### src/rtl/mem_arbiter_pkg.sv
// Shared definitions for the memory arbiter.
//   - arb_state_e : arbiter FSM states
//   - LS_*        : transfer direction codes
//   - LEN_*       : transfer length codes (bytes)
//   - IO region   : addr[17:16] == 2'b11 marks the IO-mapped region
package mem_arbiter_pkg;

   typedef enum logic [1:0] {
      StIdle  = 2'd0,
      StRunIf = 2'd1,
      StRunDc = 2'd2,
      StDrop  = 2'd3
   } arb_state_e;

   localparam logic LS_LOAD  = 1'b0;
   localparam logic LS_STORE = 1'b1;

   localparam logic [2:0] LEN_BYTE = 3'd1;
   localparam logic [2:0] LEN_HALF = 3'd2;
   localparam logic [2:0] LEN_WORD = 3'd4;

   localparam int unsigned IO_TAG_LSB    = 16;
   localparam logic [1:0]  IO_REGION_TAG = 2'b11;

   function automatic logic is_io_tag(input logic [1:0] tag);
      return tag == IO_REGION_TAG;
   endfunction

endpackage

### src/rtl/mem_arb_age.sv
// Saturating starvation counter for the pending instruction fetch.
//   clk, rst  : clock, synchronous active-high reset
//   en        : global enable; low freezes the count
//   inc       : IF was eligible but lost arbitration this cycle
//   clr       : IF granted, flushed or no longer requesting (wins over inc)
//   at_limit  : count has reached LIMIT; IF must be granted next
module mem_arb_age #(
   parameter int unsigned LIMIT = 8,
   parameter int unsigned AGE_W = 4
) (
   input  logic clk,
   input  logic rst,
   input  logic en,
   input  logic inc,
   input  logic clr,
   output logic at_limit
);

   localparam logic [AGE_W-1:0] LIMIT_V = AGE_W'(LIMIT);

   logic [AGE_W-1:0] age_q, age_d;

   // Saturate at LIMIT: any value at or above it has the same effect.
   always_comb begin
      age_d = age_q;
      if (clr) begin
         age_d = '0;
      end else if (inc && (age_q < LIMIT_V)) begin
         age_d = age_q + AGE_W'(1);
      end
   end

   always_ff @(posedge clk) begin
      if (rst) begin
         age_q <= '0;
      end else if (en) begin
         age_q <= age_d;
      end
   end

   assign at_limit = (age_q >= LIMIT_V);

endmodule

### src/rtl/mem_arbiter.sv
// Arbiter between instruction fetch (IF) and the data cache / load-store path (DC)
// for the single byte-serial RAM transfer engine.
//   clk, rst, rdy         : clock, sync active-high reset, global enable
//   iIO_buffer_full       : holds back IO-region stores while set
//   iFlush                : pipeline flush; kills pending/in-flight IF results
//   iINF_* / oINF_*       : fetch request and instruction return
//   iDC_* / oDC_*         : load/store request and load data return
//   oENG_* / iENG_*       : start/done handshake with the transfer engine
//   oBusy                 : a transfer is in flight
// All outputs are registered; one transfer is outstanding at a time.
module mem_arbiter
   import mem_arbiter_pkg::*;
#(
   parameter int unsigned ADDR_W       = 32,
   parameter int unsigned DATA_W       = 32,
   parameter int unsigned STARVE_LIMIT = 8,
   parameter int unsigned AGE_W        = 4
) (
   input  logic              clk,
   input  logic              rst,
   input  logic              rdy,
   input  logic              iIO_buffer_full,
   input  logic              iFlush,
   input  logic              iINF_req,
   input  logic [ADDR_W-1:0] iINF_addr,
   output logic              oINF_done,
   output logic [DATA_W-1:0] oINF_inst,
   input  logic              iDC_req,
   input  logic              iDC_ls,
   input  logic [2:0]        iDC_len,
   input  logic [ADDR_W-1:0] iDC_addr,
   input  logic [DATA_W-1:0] iDC_dt,
   output logic              oDC_done,
   output logic [DATA_W-1:0] oDC_dt,
   output logic              oENG_start,
   output logic              oENG_ls,
   output logic [2:0]        oENG_len,
   output logic [ADDR_W-1:0] oENG_addr,
   output logic [DATA_W-1:0] oENG_dt,
   input  logic              iENG_done,
   input  logic [DATA_W-1:0] iENG_dt,
   output logic              oBusy
);

   arb_state_e        state_q, state_d;
   logic              start_q, start_d;
   logic              ls_q, ls_d;
   logic [2:0]        len_q, len_d;
   logic [ADDR_W-1:0] addr_q, addr_d;
   logic [DATA_W-1:0] dt_q, dt_d;
   logic              inf_done_q, inf_done_d;
   logic [DATA_W-1:0] inf_inst_q, inf_inst_d;
   logic              dc_done_q, dc_done_d;
   logic [DATA_W-1:0] dc_dt_q, dc_dt_d;

   logic              dc_io_blocked, dc_elig, if_elig;
   logic              age_inc, age_clr, age_at_limit;
   logic [DATA_W-1:0] load_mask;

   assign dc_io_blocked = (iDC_ls == LS_STORE) &&
                          is_io_tag(iDC_addr[IO_TAG_LSB+1:IO_TAG_LSB]) && iIO_buffer_full;
   assign dc_elig       = iDC_req && !dc_io_blocked;
   assign if_elig       = iINF_req && !iFlush;

   // len_q still holds the length of the DC transfer in flight.
   always_comb begin
      load_mask = '1;
      if (len_q == LEN_BYTE) begin
         load_mask = DATA_W'(8'hFF);
      end else if (len_q == LEN_HALF) begin
         load_mask = DATA_W'(16'hFFFF);
      end
   end

   mem_arb_age #(
      .LIMIT (STARVE_LIMIT),
      .AGE_W (AGE_W)
   ) u_age (
      .clk      (clk),
      .rst      (rst),
      .en       (rdy),
      .inc      (age_inc),
      .clr      (age_clr),
      .at_limit (age_at_limit)
   );

   always_comb begin
      state_d    = state_q;
      start_d    = 1'b0;
      ls_d       = ls_q;
      len_d      = len_q;
      addr_d     = addr_q;
      dt_d       = dt_q;
      inf_done_d = 1'b0;
      inf_inst_d = inf_inst_q;
      dc_done_d  = 1'b0;
      dc_dt_d    = dc_dt_q;
      age_inc    = 1'b0;
      age_clr    = iFlush || !iINF_req;

      unique case (state_q)
         StIdle: begin
            if (dc_elig && !(if_elig && age_at_limit)) begin
               state_d = StRunDc;
               start_d = 1'b1;
               ls_d    = iDC_ls;
               len_d   = iDC_len;
               addr_d  = iDC_addr;
               dt_d    = iDC_dt;
               age_inc = if_elig;
            end else if (if_elig) begin
               state_d = StRunIf;
               start_d = 1'b1;
               ls_d    = LS_LOAD;
               len_d   = LEN_WORD;
               addr_d  = iINF_addr;
               dt_d    = '0;
               age_clr = 1'b1;
            end
         end

         StRunIf: begin
            if (iENG_done) begin
               // A flush coinciding with done discards the result.
               state_d = StIdle;
               if (!iFlush) begin
                  inf_done_d = 1'b1;
                  inf_inst_d = iENG_dt;
               end
            end else if (iFlush) begin
               state_d = StDrop;
            end
         end

         StRunDc: begin
            if (iENG_done) begin
               state_d   = StIdle;
               dc_done_d = 1'b1;
               dc_dt_d   = iENG_dt & load_mask;
            end
         end

         StDrop: begin
            if (iENG_done) begin
               state_d = StIdle;
            end
         end

         default: state_d = StIdle;
      endcase
   end

   always_ff @(posedge clk) begin
      if (rst) begin
         state_q    <= StIdle;
         start_q    <= 1'b0;
         ls_q       <= 1'b0;
         len_q      <= '0;
         addr_q     <= '0;
         dt_q       <= '0;
         inf_done_q <= 1'b0;
         inf_inst_q <= '0;
         dc_done_q  <= 1'b0;
         dc_dt_q    <= '0;
      end else if (rdy) begin
         state_q    <= state_d;
         start_q    <= start_d;
         ls_q       <= ls_d;
         len_q      <= len_d;
         addr_q     <= addr_d;
         dt_q       <= dt_d;
         inf_done_q <= inf_done_d;
         inf_inst_q <= inf_inst_d;
         dc_done_q  <= dc_done_d;
         dc_dt_q    <= dc_dt_d;
      end
   end

   assign oENG_start = start_q;
   assign oENG_ls    = ls_q;
   assign oENG_len   = len_q;
   assign oENG_addr  = addr_q;
   assign oENG_dt    = dt_q;
   assign oINF_done  = inf_done_q;
   assign oINF_inst  = inf_inst_q;
   assign oDC_done   = dc_done_q;
   assign oDC_dt     = dc_dt_q;
   assign oBusy      = (state_q != StIdle);

endmodule
### config.mk
export PLATFORM = sky130hd
export DESIGN_NAME = mem_arbiter
export DESIGN_NICKNAME = d
export VERILOG_FILES = /design/src/rtl/mem_arbiter_pkg.sv /design/src/rtl/mem_arb_age.sv /design/src/rtl/mem_arbiter.sv
export SDC_FILE = /design/constraint.sdc
export NUM_CORES = 1
export LEC_CHECK = 0
export BUFFER_PORTS_ARGS = -buffer_cell sky130_fd_sc_hd__buf_4
export CAP_MARGIN = 20
export CORE_AREA = 2 2 107 109
export CTS_BUF_LIST = sky130_fd_sc_hd__clkbuf_4
export CTS_CLUSTER_DIAMETER = 120
export CTS_CLUSTER_SIZE = 8
export DETAILED_ROUTE_END_ITERATION = 8
export DIE_AREA = 0 0 109 111
export PLACE_DENSITY_LB_ADDON = 0.12
export SLEW_MARGIN = 25
export SYNTH_ARGS = -nofsm -noshare
export SYNTH_HDL_FRONTEND = slang
export SYNTH_SLANG_ARGS = --single-unit
export TNS_END_PERCENT = 10
### constraint.sdc
create_clock -name clk -period 2.8 [get_ports clk]
set_clock_uncertainty 0.2 [all_clocks]
set_input_delay 0 -clock clk [delete_from_list [all_inputs] [get_ports clk]]
set_output_delay 0 -clock clk [all_outputs]
set_load 0.02 [all_outputs]
* After elaboration in Yosys (flattened, before gate mapping)
Cells that the tools add are included.
** Word-level totals
- Register bits after elaboration :: 141
- Input port bits :: 140
- Output and inout bits :: 136
- Logic and storage cells :: 78
** Cells by class
- $add $sub $neg :: 1
- Magnitude comparators :: 2
- Equality and inequality tests :: 9
- Mux-type cells :: 31
- Bitwise gates (word level) :: 2
- Reduce and logical (&&, ||, !) cells :: 22
** Operators by type and width (count)
- two-way mux 32 bit :: 6
- bitwise AND 32 bit :: 1
- two-way mux 1 bit :: 15
- two-way mux 2 bit :: 5
- two-way mux 4 bit :: 2
- AND reduction 4 bit :: 2
- logical AND 1 bit :: 7
- == test 2 bit, second input constant :: 3
- two-way mux 3 bit :: 2
- != test 3 bit, second input constant :: 2
- case mux 2 bit (3 select lines) :: 1
- AND reduction 3 bit :: 2
- nonzero test 2 bit :: 3
- adder 4 x 1 -> 4 bit, second input constant :: 1
- greater-or-equal comparator 4 bit, second input constant :: 1
- zero test 1 bit :: 4
- less-than comparator 4 bit, second input constant :: 1
- == test 3 x 1 -> 1 bit, second input constant :: 1
- == test 3 x 2 -> 1 bit, second input constant :: 1
- == test 2 x 1 -> 1 bit, second input constant :: 1
- zero test 2 bit :: 1
- != test 2 x 1 -> 1 bit, second input constant :: 1
- AND reduction 2 bit :: 1
- OR reduction 2 bit :: 1
- other kinds (2) :: 2

* Depth between registers and ports, before layout
Gate-level depths: netlist of run 1.
- Depth in word-level cells :: 11
- Gate-level depth with buffers :: 7
- Mapped depth without buffers :: 5

* Modules after synthesis
From an unflattened synthesis of run 1, not the netlist that was laid out.
** Unflattened totals
- Cells, all modules :: 588
- Area, all modules :: 5504.0 µm²
** By module, submodules not included
- mem_arbiter :: times used 1, cells an instance 562, area an instance 5276.3 µm², sequential area each 2742.6 µm²
- mem_arb_age :: times used 1, cells an instance 26, area an instance 227.7 µm², sequential area each 80.1 µm²

* Least setup slack after synthesis of run 1
No wires, ideal clock.
- Path kind :: reg-to-reg
- From :: register state_q[1]
- To :: register dt_q[10], in the netlist oENG_dt[10]
- Library setup time :: 0.117 ns
- Arrival time :: 1.539 ns
- Data required time :: 2.483 ns
- Slack :: 0.944 ns
- Cell stages (with the launch flop) :: 7
- Path buffers :: 2
- Period minus slack after synthesis :: 1.856 ns
- Path through :: dfxtp_1 buf_2 or3b_4 o2bb2ai_4 nor2_4 buf_6 a22o_1
** Between the ends
- Cells in the longest elaborated chain, start to end :: 2
** RTL lines
- start, declared :: RTL line mem_arbiter.sv:45 : arb_state_e state_q, state_d;
- start signal, assigned :: RTL line mem_arbiter.sv:155 : state_q <= StIdle;
- start signal, assigned :: RTL line mem_arbiter.sv:166 : state_q <= state_d;
- zero test 2 bit :: RTL line mem_arbiter.sv:101 : unique case (state_q)
- AND reduction 3 bit (no source line)
- end signal, assigned :: RTL line mem_arbiter.sv:171 : dt_q <= dt_d;
- end, declared :: RTL line mem_arbiter.sv:50 : logic [DATA_W-1:0] dt_q, dt_d;
Every way passes these cells.
A chain may end at the register's enable or synchronous reset.

* Worst setup path after layout of run 1
- From :: register u_age.age_q[3]
- To :: register addr_q[24], in the netlist oENG_addr[24]
** Between the ends
- Cells in the longest elaborated chain, start to end :: 6
- Elaborated cells on any way between the ends :: 7
- Those cells by class :: order compare (1); mux (1); reduce/logical (5)
** RTL lines
- start, declared :: RTL line mem_arb_age.sv:21 : logic [AGE_W-1:0] age_q, age_d;
- start signal, assigned :: RTL line mem_arb_age.sv:37 : age_q <= age_d;
- greater-or-equal comparator 4 bit * :: RTL line mem_arb_age.sv:41 : assign at_limit = (age_q >= LIMIT_V);
- logical AND 1 bit * :: RTL line mem_arbiter.sv:103 : if (dc_elig && !(if_elig && age_at_limit)) begin
- zero test 1 bit * :: RTL line mem_arbiter.sv:103
- logical AND 1 bit * :: RTL line mem_arbiter.sv:103
- nonzero test 2 bit (no source line)
- AND reduction 3 bit (no source line)
- end signal, assigned :: RTL line mem_arbiter.sv:170 : addr_q <= addr_d;
- end, declared :: RTL line mem_arbiter.sv:49 : logic [ADDR_W-1:0] addr_q, addr_d;
Every way passes the cells marked *; elsewhere a longest branch is shown, timed or not.

==> run summary, run 1 <==
outcome: complete, no violations
post-CTS setup buffers: 0
initial core utilization: 0.4917
crit-path cells: nand3b_1 > and3_1 > buf_12 > nand2_1 > dlygate4sd3_1 > a311oi_2 > dlygate4sd3_1
Hold Vio Cnt, Final: 0
layout cells sized above 1: 0.3426
Synth Register Bits: 141
unrepaired setup endpoints after global routing: true
Final HPWL DP: 10.81 mm
DIE AREA: 12,100 µm²
Syn Std Cell Area: 5446 µm²
global-route wire length before repair: 33.54 mm
hold path start: iDC_dt[14]
Bufs and invs on worst path: 3
r2r setup slk: 0.006 ns
Inst Count DP: 968
H-tree levels: 4
Register Area: 2825 µm²
Post-route DRC: 0
post-synthesis compound-gate area fraction: 0.2417
total CTS buffers: 17
Yosys warning count: 0
worst min path class: primary input to flip-flop
P_leak: 4.210 nW
post-synthesis average cell area: 9.294 µm²
Fillers: 507
Setup crit start: u_age.age_q[3]
post-route cell area: 9629 µm²
cell row count: 39
DP Worst Slack: 0.7232 ns
adder-cell share of the synthesized area: 0.004595
critical path type: flip-flop to flip-flop
Port Buffers: 275
core region area: 11,080 µm²
Pins Over Slew Limit: 0
hold slack: 0.02779 ns
clk_lat worst skew: 0.54 ns
placed inst area: 7521 µm²
Max Cap Viol: 0
Hold Path Cell Cnt: 3
total track usage: 0.3562
clock sink count: 141
DR pass1 iterations: 5
CTS max path bufs: 2
Synth Area in Simple Gates: 0.1776
post-synthesis sequential area ratio: 0.5183
Tightest Pin Transition: 0.8193 ns
setup_tns: 0 ns
worst r2r src: u_age.age_q[3]
Final period util: 0.9979
slowest stage cell, crit path: dlygate4sd3_1
final core occ: 0.8693
initial antenna violation count: 1
crit path DAT: 3.10 ns
vias post-DR: 6,521
crit path time final: 2.794 ns
Hold EP: oENG_dt[14]
grt ovf: 0
Critical Path RT: 3.10 ns
clk slew on worst S/H paths: 0.12 ns
Synth cell types: 35
Power Density: 450.0 nW/µm²
mux share of post-synthesis cell area: 0
vias in the first global route: 6,765
final setup vio count: 0
R2R Path End: oENG_addr[24]
startpoint types: flip-flop
IR Drop Worst-Case VDD: 0.3765 mV
Worst path max stage delay: 0.58 ns
Die Y: 111 µm
num ports: 276
remaining antenna violation count after routing: 0
R2R depth: 7
Final Net Count: 1,169
CTS tree: built
final wirelength: 23.10 mm
Die X-Extent: 109 µm
Post-Layout Cell Count: 1,183
largest family of logic cells by synthesized area: compound AO/OA/AOI/OAI gates
Crit Path Max Fanout: 31
area grow syn2layout: 76.80%
drt first-iter violations: 499
pin count of the biggest net entering global routing: 68
fmax: 357.9 MHz
Most common cell on crit path: dlygate4sd3_1
syn nets: 728
Pwr Total: 4.333 mW
Syn Inst Count: 586
XOR/XNOR share of the synthesized area: 0.004824
cell family with most CP delay: buffers and inverters
GPL Wtd Cong: 0.8390
Setup WS post-layout: 0.005923 ns
Multi-input gate area: 2347 µm²
relative slew slack: 0.4538
Root Driver: clkbuf_4
Via density: 5.512
routed len/inst: 19.53 µm
crit end category: flip-flop
-- cells in the mapped netlist --
library cell | count | area [µm²]
nor3_1 | 3 | 15.01
and3_1 | 2 | 12.51
inv_1 | 7 | 26.28
or3b_4 | 1 | 11.26
nor2_1 | 63 | 236.5
nor4bb_1 | 1 | 10.01
nor3_4 | 1 | 16.27
a221o_1 | 1 | 10.01
nand4b_2 | 1 | 15.01
a311oi_2 | 30 | 450.4
o211ai_1 | 4 | 30.03
ha_1 | 2 | 25.02
or4_1 | 1 | 7.510
buf_1 | 3 | 11.26
nand3b_1 | 3 | 22.52
nand2b_1 | 6 | 37.54
buf_6 | 11 | 123.9
o21ai_0 | 3 | 15.01
nand2_1 | 145 | 544.3
a21oi_1 | 50 | 250.2
o2bb2ai_4 | 1 | 27.53
a31oi_1 | 1 | 6.260
clkbuf_1 | 26 | 97.59
or3_1 | 1 | 6.260
buf_2 | 6 | 30.03
nand4_1 | 1 | 6.260
nand3_1 | 3 | 15.01
dfxtp_1 | 141 | 2823
a31o_2 | 2 | 17.52
a22oi_1 | 25 | 187.7
a22o_1 | 35 | 306.5
a211oi_1 | 1 | 7.510
nor2_4 | 1 | 11.26
xor2_1 | 3 | 26.28
o21a_1 | 1 | 7.510
-- per-layer routing --
layer | part of all wire | vias to the layer above | global-route usage
met5 | 0 | - | 0
met1 | 0.35 | 3039 | 0.3745
met4 | 0.058 | 0 | 0.2051
li1 | - | 2925 | -
met3 | 0.083 | 111 | 0.1099
met2 | 0.51 | 446 | 0.6157
-- kinds of logic after synthesis --
kind of cell / count (synthesis)
flip-flops: 141
AO/OA/AOI/OAI: 154
buffers and inverters: 53
adder cells (fa/ha/maj): 2
AND/OR/NAND/NOR: 233
XOR/XNOR: 3
-- registers in the layout, indices dropped and copies added (netlist names) --
signal       cells
oINF_done        1
state_q          2
oENG_start       1
oDC_done         1
oDC_dt          32
oENG_addr       32
oENG_ls          1
oENG_len         3
u_age.age_q      4
oINF_inst       32
oENG_dt         32
-- worst reg2reg max path, cell delays in order, from the launching register on --
cell and delay [ns]:
dfxtp_1 0.36, nand3b_1 0.22, and3_1 0.27, buf_12 0.20
nand2_1 0.09, dlygate4sd3_1 0.58, a311oi_2 0.27, dlygate4sd3_1 0.57
-- area by class of cell --
class                           instances  share of cell area
Antenna cell                            1           0.0002599
Sequential cell                       141              0.2934
Multi-Input combinational cell        392              0.2438
Tap cell                              143             0.01858
Timing Repair Buffer                  468              0.4166
Inverter                                7            0.002729
Clock inverter                          9            0.007536
Clock buffer                           22             0.01715
-- repair_timing --
| action | in CTS | in global routing |
|---|---|---|
| resized for setup | 0 | 6 |
| hold buffers | 181 | 1 |
| setup endpoints to repair | 0 | 18 |
| endpoints found under the hold margin | 141 | 1 |
-- cells in the final DEF (no fill, tap or decap), types with 2 or more instances in the layout --
master / instances
dfxtp_2: 2
clkinv_1: 3
ha_1: 2
clkinv_2: 3
nand3_1: 3
nand2_1: 145
buf_4: 283
inv_1: 7
a22o_1: 35
o21ai_0: 3
nand2b_1: 6
nor3_1: 2
clkbuf_4: 22
nor2_1: 63
and3_1: 2
o211ai_1: 4
a21oi_1: 50
dfxtp_1: 139
buf_12: 2
a22oi_1: 25
a311oi_2: 30
nand3b_1: 3
xor2_1: 3
dlygate4sd3_1: 182
a31o_2: 2
-- how the worst max path moves through the flow --
stage,depth (start not counted),to
final,7,oENG_addr[24]
after global routing,7,oENG_addr[24]
after CTS,7,oENG_addr[24]
after detailed placement,5,oENG_addr[2]
after global placement,4,oINF_inst[9]
after floorplan,6,oENG_dt[10]
-- where the power goes --
group          switching (mW)  internal [mW]
logic                   0.477          0.524
registers              0.0602           2.09
clock network           0.711          0.473
No activity file was read; power rests on OpenSTA's default activity.
==> run 2: changes to the inputs <==
--- a/config.mk
+++ b/config.mk
@@ -7,12 +7,11 @@
 export LEC_CHECK = 0
 export BUFFER_PORTS_ARGS = -buffer_cell sky130_fd_sc_hd__buf_4
 export CAP_MARGIN = 20
-export CORE_AREA = 2 2 107 109
+export CORE_UTILIZATION = 47
 export CTS_BUF_LIST = sky130_fd_sc_hd__clkbuf_4
 export CTS_CLUSTER_DIAMETER = 120
 export CTS_CLUSTER_SIZE = 8
 export DETAILED_ROUTE_END_ITERATION = 8
-export DIE_AREA = 0 0 109 111
 export PLACE_DENSITY_LB_ADDON = 0.12
 export SLEW_MARGIN = 25
 export SYNTH_ARGS = -nofsm -noshare
==> constraint.sdc (replaced) <==
create_clock -name clk -period 3 [get_ports clk]
set_clock_uncertainty 0.2 [all_clocks]
set_input_delay 0 -clock clk [delete_from_list [all_inputs] [get_ports clk]]
set_output_delay 0 -clock clk [all_outputs]
set_load 0.02 [all_outputs]
==> run summary, run 2 (synthesized netlist as in run 1, its figures left out) <==
Tightest Pin Transition: 0.8355 ns (+0.01624 ns)
startpoint types: flip-flop
global-route wire length before repair: 34.89 mm (+4.0%)
Inst Count DP: 963 (-0.52%)
slowest stage cell, crit path: dlygate4sd3_1
Final period util: 0.9584 (-0.03946)
crit end category: flip-flop
Pins Over Slew Limit: 0 (unchanged)
Die X-Extent: 109.7 µm (+0.60%)
fmax: 347.8 MHz (-2.8%)
Port Buffers: 275 (unchanged)
final wirelength: 23.44 mm (+1.5%)
vias in the first global route: 6,941 (+2.6%)
Die Y: 109.7 µm (-1.2%)
crit path DAT: 3.22 ns (+0.12 ns)
core region area: 11,080 µm² (about the same)
critical path type: flip-flop to flip-flop
CTS max path bufs: 2 (unchanged)
Worst path max stage delay: 0.57 ns (about the same)
Max Cap Viol: 0 (unchanged)
pin count of the biggest net entering global routing: 71 (+4.4%)
Hold Vio Cnt, Final: 0 (unchanged)
IR Drop Worst-Case VDD: 0.3729 mV (-0.95%)
post-CTS setup buffers: 0 (unchanged)
total CTS buffers: 17 (unchanged)
initial core utilization: 0.4916 (about the same)
area grow syn2layout: 80.73%
GPL Wtd Cong: 0.8246 (-1.7%)
Pint: 3.109 mW (+0.77%)
Final Net Count: 1,184 (+1.3%)
CTS tree: built
Most common cell on crit path: dlygate4sd3_1
cell row count: 38 (-2.6%)
DIE AREA: 12,020 µm² (-0.63%)
relative slew slack: 0.4417 (-0.01215)
total track usage: 0.3896 (+0.03336)
outcome: complete, no violations
Final HPWL DP: 11.18 mm (+3.3%)
P_leak: 4.264 nW (+1.3%)
Power Density: 443.7 nW/µm² (-1.4%)
leading cell types in the layout, fill and taps excluded: buf_4, dlygate4sd3_1, nand2_1
initial antenna violation count: 0 (-1)
setup_tns: 0 ns (unchanged)
layout cells sized above 1: 0.3374 (-0.005196)
vias post-DR: 6,671 (+2.3%)
Via density: 5.582 (+1.3%)
crit-path cells: nand3b_1 > and3_1 > buf_4 > nand2_1 > dlygate4sd3_1 > a311oi_2 > dlygate4sd3_1
clk_lat worst skew: 0.59 ns (+0.05 ns)
Crit Path Max Fanout: 30 (-3.2%)
routed len/inst: 19.62 µm (+0.45%)
Critical Path RT: 3.35 ns (+0.25 ns)
post-route cell area: 9843 µm² (+2.2%)
clk slew on worst S/H paths: 0.13 ns (about the same)
switching share of total power: 0.2880 (about the same)
unrepaired setup endpoints after global routing: false
Clock power frac: 0.328 (+0.055)
Root Driver: clkbuf_4
final setup vio count: 0 (unchanged)
commonest non-fill, non-tap cell in the layout: buf_4
Sw Pwr: 1.258 mW (+0.82%)
crit path time final: 2.875 ns (+0.08120 ns)
worst min path class: primary input to flip-flop
placed inst area: 7502 µm² (-0.25%)
grt ovf: 0 (unchanged)
sequential group share of total power: 0.460 (-0.036)
DR pass1 iterations: 5 (unchanged)
remaining antenna violation count after routing: 0 (unchanged)
H-tree levels: 4 (unchanged)
drt first-iter violations: 529 (+6.0%)
clock sink count: 141 (unchanged)
num ports: 276 (unchanged)
Post-route DRC: 0 (unchanged)
Post-Layout Cell Count: 1,195 (+1.0%)
Antenna Cells: 0 (-1)
combinational share of power: 0.212 (-0.019)
## run 2: cell count changes in the layout (fill, tap and decap cells not counted), sizes merged
| cell | change |
|---|---|
| inv | +1 |
| buf | -2 |
| clkbuf | -5 |
| clkinvlp | +1 |
| diode | -1 |
| bufinv | +3 |
| dlygate4sd3 | +18 |
## run 2: timing repair
item,in CTS,in global routing
gates resized for setup,0,2
hold buffers,198,2
endpoints found under the hold margin,141,2
setup endpoints to repair,0,2
## run 2: critical path, delay by kind of cell, from the launching register on
kind	cells	cell delay (ns)
AND/OR/NAND/NOR	3	0.53
AO/OA/AOI/OAI	1	0.25
buffers and inverters	3	1.48
flip-flops	1	0.35
## run 2: final timing paths
| check | startpoint | endpoint | slack, ns | cells after the start |
|---|---|---|---|---|
| setup / recovery | u_age.age_q[3] | oENG_addr[5] | 0.12 | 7 |
| hold / removal | iENG_dt[12] | oDC_dt[12] | 0.007 | 4 |
| setup reg to reg | u_age.age_q[3] | oENG_addr[5] | 0.12 | 7 |
| hold reg to reg | oINF_inst[15] | oINF_inst[15] | 0.27 | 2 |
## run 2: metal layers
metal | GRT usage | part of all wire | up-vias
met5 | 0 | 0 | -
met4 | 0.2724 | 0.062 | 0
met3 | 0.1405 | 0.089 | 129
met2 | 0.6770 | 0.50 | 440
met1 | 0.3862 | 0.35 | 3150
li1 | - | - | 2952
## run 2: layout make-up
class | instances | area (µm²)
Clock buffer | 18 | 135.1
Clock inverter | 14 | 193.9
Fill cell | 444 | 1235
Inverter | 7 | 26.28
Multi-Input combinational cell | 392 | 2346
Sequential cell | 141 | 2824
Tap cell | 140 | 175.2
Timing Repair Buffer | 483 | 4143
## run 2: metrics by stage
| stage | hold slack, ns | utilization | power, mW | setup slack (ns) |
|---|---|---|---|---|
| 2_1_floorplan | -0.07452 | - | 2.401 | 1.144 |
| 3_3_place_gp | 0.009718 | 0.6771 | 2.691 | 0.9620 |
| 3_5_place_dp | 0.01479 | 0.6772 | 2.710 | 0.9025 |
| 4_1_cts | 0.0004631 | 0.8858 | 4.274 | 0.2228 |
| 5_1_grt | 0.00002204 | 0.8885 | 4.511 | 0.03743 |
| 6_report | 0.006735 | 0.8885 | 4.367 | 0.1247 |
## run 2: power groups by stage
stage,sequential (mW),combinational (mW),clock (mW)
after global placement,2.04,0.655,0
after global routing,2.02,0.971,1.52
after detailed placement,2.04,0.671,0
after CTS,2.00,0.875,1.40
after floorplan,2.12,0.278,0
final,2.01,0.925,1.43
